==> src/rtl/avr_irq_prio_ctrl.sv <==
// Fixed-priority interrupt controller between the peripheral irq lines and the core.
// The lowest eligible index wins, as in the AVR vector order. The winning index is
// presented to the core as irq_vector. When the core takes it, that index is
// acknowledged back to the peripherals. Further requests are then held off for
// ACK_GAP cycles so the peripheral flags can settle.
//
// state | meaning
// IDLE  | present the winning line, wait for irq_take
// ACK   | one-cycle irqack carrying the captured index
// GAP   | irq_req held low while the gap down-counter runs to zero
module avr_irq_prio_ctrl #(
  parameter int                   NUM_IRQ  = 45,
  parameter logic [NUM_IRQ-1:0]   IRQ_MASK = {NUM_IRQ{1'b1}},
  parameter int                   ACK_GAP  = 2
) (
  input  logic               cp2,
  input  logic               ireset,
  input  logic [NUM_IRQ-1:0] irqlines,
  input  logic               global_ie,
  input  logic               irq_take,
  output logic               irq_req,
  output logic [5:0]         irq_vector,
  output logic               irqack,
  output logic [5:0]         irqackad,
  output logic               spurious_take
);

  localparam int CW = 8;

  // The index must fit in 6 bits, and the gap must fit in the counter.
  if (NUM_IRQ > 64) begin : g_num_irq_check
    $error("avr_irq_prio_ctrl: NUM_IRQ must not exceed 64");
  end
  if (ACK_GAP < 0 || ACK_GAP > 255) begin : g_ack_gap_check
    $error("avr_irq_prio_ctrl: ACK_GAP must be in 0..255");
  end

  typedef enum logic [1:0] {
    IDLE = 2'd0,
    ACK  = 2'd1,
    GAP  = 2'd2
  } state_t;

  state_t            state_q, state_d;
  logic [CW-1:0]     cnt_q, cnt_d;
  logic              req_q, req_d;
  logic [5:0]        vec_q, vec_d;
  logic              ack_q, ack_d;
  logic [5:0]        ackad_q, ackad_d;
  logic              spur_q, spur_d;

  logic [NUM_IRQ-1:0] eligible;
  logic               any_eligible;
  logic [5:0]         winner;

  // Mask the lines and find the lowest eligible index. Bit 0 is the reset vector.
  always_comb begin
    eligible     = irqlines & IRQ_MASK;
    eligible[0]  = 1'b0;
    any_eligible = |eligible;
    winner       = 6'd0;
    for (int i = NUM_IRQ - 1; i >= 1; i--) begin
      if (eligible[i]) winner = 6'(i);
    end
  end

  // Compute the next state and the registered outputs.
  // irq_req and irq_vector are refreshed whenever the next state is IDLE. The request
  // therefore reappears on the first IDLE cycle after the gap, not one cycle later.
  always_comb begin
    state_d = state_q;
    cnt_d   = cnt_q;
    req_d   = 1'b0;
    vec_d   = vec_q;
    ack_d   = 1'b0;
    ackad_d = ackad_q;
    spur_d  = spur_q;

    case (state_q)
      IDLE: begin
        if (irq_take) begin
          if (req_q) begin
            state_d = ACK;
            ack_d   = 1'b1;
            ackad_d = vec_q;
          end else begin
            spur_d = 1'b1;
          end
        end
      end
      ACK: begin
        if (ACK_GAP == 0) begin
          state_d = IDLE;
        end else begin
          state_d = GAP;
          cnt_d   = CW'(ACK_GAP);
        end
      end
      GAP: begin
        cnt_d = cnt_q - 1'b1;
        if (cnt_d == '0) state_d = IDLE;
      end
      default: begin
        state_d = IDLE;
      end
    endcase

    if (state_d == IDLE) begin
      req_d = global_ie & any_eligible;
      if (any_eligible) vec_d = winner;
    end
  end

  // State and output registers. Reset abandons any handshake in progress.
  always_ff @(posedge cp2 or posedge ireset) begin
    if (ireset) begin
      state_q <= IDLE;
      cnt_q   <= '0;
      req_q   <= 1'b0;
      vec_q   <= 6'd0;
      ack_q   <= 1'b0;
      ackad_q <= 6'd0;
      spur_q  <= 1'b0;
    end else begin
      state_q <= state_d;
      cnt_q   <= cnt_d;
      req_q   <= req_d;
      vec_q   <= vec_d;
      ack_q   <= ack_d;
      ackad_q <= ackad_d;
      spur_q  <= spur_d;
    end
  end

  assign irq_req       = req_q;
  assign irq_vector    = vec_q;
  assign irqack        = ack_q;
  assign irqackad      = ackad_q;
  assign spurious_take = spur_q;

endmodule
==> config.mk <==
export PLATFORM = sky130hd
export DESIGN_NAME = avr_irq_prio_ctrl
export DESIGN_NICKNAME = d
export VERILOG_FILES = /design/src/rtl/avr_irq_prio_ctrl.sv
export SDC_FILE = /design/constraint.sdc
export NUM_CORES = 1
export LEC_CHECK = 0
export CORE_AREA = 2 2 63 71
export CTS_BUF_LIST = sky130_fd_sc_hd__clkbuf_4 sky130_fd_sc_hd__clkbuf_8 sky130_fd_sc_hd__clkbuf_16
export DETAILED_ROUTE_END_ITERATION = 16
export DIE_AREA = 0 0 65 73
export PLACE_DENSITY = 0.78
export SYNTH_ARGS = -nofsm -noshare
export SYNTH_HDL_FRONTEND = slang
export SYNTH_SLANG_ARGS = --single-unit
export TNS_END_PERCENT = 100
==> constraint.sdc <==
create_clock -name cp2 -period 2.35 [get_ports cp2]
set_clock_uncertainty 0.15 [all_clocks]
set_input_delay 0.3525 -clock cp2 [delete_from_list [all_inputs] [get_ports cp2]]
set_output_delay 0.3525 -clock cp2 [all_outputs]
set_load 0.02 [all_outputs]
==> summary.txt <==
Outcome
  – Outcome: finished, final reports clean

Placement
  – Pre-CTS setup slack: -147 ps
  – Routability cong.: between 0.8 and 0.9
  – HPWL Detailed: 3980 um
  – Placed Cells incl. Taps: 367
  – PortBufs: 62

Drt
  – Average routed wire per standard cell: 12.8 um
  – # DRC: 0
  – Initial DRC Count: 171
  – Met2 wire length: 2490 um
  – Met1 Wirelength: 1900 um
  – Uppermost routed layer: met4
  – Wirelength, routed: 4750 um
  – Detail Route met3 WL: 264 um
  – Via-per-instance ratio: approximately 5.2
  – Routed via count: 1939
  – Drt first pass iters: 4
  – Antenna Violating Nets Remaining: 0

Synthesis
  – Post-synth top flop: dfrtp_1
  – Yosys warning count: 0
  – Top cell type's share of synthesized area: between 30% and 40%
  – Synthesized Nets: 255
  – Post-synth EDFFs: 0
  – Syn Area/Cell: 8.61 um^2
  – Area leader, netlist: dfrtp_1
  – Synth area leaders: dfrtp_1, mux2_2, o21ai_0
  – Post-Syn Instances: 200
  – Yosys reg bits: 25
  – Synthesized area: ~1700 um^2
  – Post-synth ARST share: 100%
  – Seq/Total Area, Yosys: 36.3%
  – Post-synth cell types: between 40 and 50

Clock tree
  – Post-CTS Hold Buffers: 0
  – Clock sinks: 25
  – Clock slew at reported path FFs: 80 ps
  – # H-tree levels: 1
  – Num CTS Buffers: 3
  – Max clock buf depth: 2
  – Clk root buf: clkbuf_8
  – CTS tree: done
  – Clock Latency Late Sink: 270 ps

Floorplan
  – Initial Util: around 42%
  – IO Count: 64
  – Core ar.: 4100 um^2
  – Die W: 65 um
  – Die Y-Extent: approximately 73 um
  – Die area: roughly 4700 um^2
  – Placement Rows: 25

STA
  – RSZ-0062 raised after global routing: false
  – Worst Tran Pin Value: ~460 ps
  – Fmax: 451 MHz
  – Hold Vio Cnt, Final: 0
  – Final worst setup slack: around 130 ps
  – Final slew viol count: 0
  – Setup Viol. Count Final: 0
  – Fin crit share: 94.4%
  – Slew Limit Headroom: between 60 and 70%
  – Post-route minimum period: 2220 ps

GRT
  – First-pass GRT wire length: roughly 8000 um
  – GR Overflow Total: 0
  – Overall routing resource usage: between 20% and 30%
  – Largest net degree at the start of global routing: 26
  – Via count of the first global-routing pass: approximately 1900
  – Antenna violations before repair: 0

Layout
  – P&R area growth vs syn: 65.7%
  – Fraction of layout cells with a size suffix above 1: 23.3%
  – Layout net count: 373
  – Cell Count, Final, Fillers Out: 371
  – Core Util, Final: 69.6%
  – Diode count: 0

Critical path
  – Worst Setup Start Kind: input port
  – Critical Path RT: about 2400 ps
  – Worst setup EP type: register
  – Worst Path Max Fanout: 4
  – Arrival time worst endpoint: 2280 ps
  – Kind of critical path: input port to register

Power
  – Maximum VDD drop: approximately 0.00031 V
  – Cell Pwr Density: just over 700 nW/um^2
  – Leakage: 1.27 nW

Flow run
  – Max Cap Violations: 0

Min path
  – Class of the worst hold path: input port to async pin
-- cell usage after synthesis (2+ instances only) --
cell type	number
a22o_1	2
a21o_1	3
ha_1	6
nand3_1	5
nor4_1	11
clkbuf_1	2
o21ai_0	16
a21oi_1	9
mux2_2	8
nand4_1	2
inv_1	21
dfrtp_1	25
a31oi_1	6
nor2b_1	2
or4_4	2
nand2b_1	6
nand2_1	15
nor4_2	3
o21bai_1	2
o31ai_1	3
nor2_1	19
mux2i_1	2
nor3_1	11
-- layer usage --
| layer | up-vias | GRT usage (%) |
|---|---|---|
| met4 | 0 | 6.38 |
| met5 | - | 0 |
| met1 | 884 | 24.3 |
| met3 | 11 | 3.24 |
| met2 | 65 | 40.7 |
| li1 | 979 | - |
-- state kept, by name, indices dropped and copies added, names as in the netlist --
name	count
cnt_q	8
irq_req	1
irq_vector	6
irqack	1
irqackad	6
spurious_take	1
state_q	2
-- worst max-delay path, stage by stage --
cell	delay (ps)
clkdlybuf4s50_1	460
or4_4	570
o311ai_0	430
nand3_1	130
a31oi_1	190
mux2_2	160
-- what timing repair did --
| item | in CTS | in global routing |
|---|---|---|
| resized for setup | 0 | 1 |
| setup buffers | 0 | 0 |
| endpoints found under the setup margin | 0 | 5 |
-- cells by family (layout without fill, tap and decap cells) --
logic type	count (synthesis)	in the layout	synth area share (%)
AOI/OAI and AO/OA	55	55	21.9
xor gates and xnor gates	1	1	0.508
adders and majority gates	6	6	4.36
buffers and inverters	23	140	5.01
DFF	25	25	36.3
muxes	10	10	6.39
and+or+nand+nor	80	80	25.6
-- metrics by stage --
stage / hold slack, ps / power [mW] / cell area [um^2] / TNS, ps
after CTS: 287 / 2.07 / 2850 / 0
after global routing: 331 / 2.21 / 2850 / 0
after floorplan: 230 / 1.30 / 1720 / 0
after detailed placement: 319 / 1.79 / 2800 / -609
after global placement: 313 / 1.76 / 2800 / -465
final: 275 / 2.07 / 2850 / 0
-- layout by cell type, fill, tap and decap left out, types with 5 or more instances in the layout --
master	count
a21oi_1	9
a31oi_1	6
buf_4	53
clkdlybuf4s50_1	62
dfrtp_1	25
ha_1	6
inv_1	21
mux2_2	8
nand2_1	15
nand2b_1	6
nand3_1	5
nor2_1	19
nor3_1	11
nor4_1	11
o21ai_0	16
-- area by class of cell --
| type | instances | area, um^2 |
|---|---|---|
| clock buffers | 4 | 48.8 |
| multi-input cells | 152 | 1010 |
| repair buffers | 115 | 1020 |
| fillers | 329 | 1240 |
| well taps | 54 | 67.6 |
| flip-flops and latches | 25 | 626 |
| inverters | 21 | 78.8 |
-- final timing paths --
path,start,to,slack (ps),cells after the start
max,irqlines[39],irq_vector[3]$_DFFE_PP0P_,130,6
min,ireset,irqackad[3]$_DFFE_PP0P_,280,3
max reg2reg,cnt_q[1]$_DFFE_PP0P_,irq_vector[3]$_DFFE_PP0P_,170,8
min reg2reg,spurious_take$_DFFE_PP0P_,spurious_take$_DFFE_PP0P_,330,1
max in group asynchronous,ireset,irq_vector[3]$_DFFE_PP0P_,1540,3
min in group cp2,spurious_take$_DFFE_PP0P_,spurious_take$_DFFE_PP0P_,330,1
-- where the power goes --
part	internal, mW	total, mW	leakage (nW)	switching [mW]
sequential	0.568	0.695	0.323	0.127
combinational	0.553	1.11	0.925	0.558
clock	0.133	0.265	0.0262	0.132
total	1.25	2.07	1.27	0.818
(Power assumes the default switching activity.)
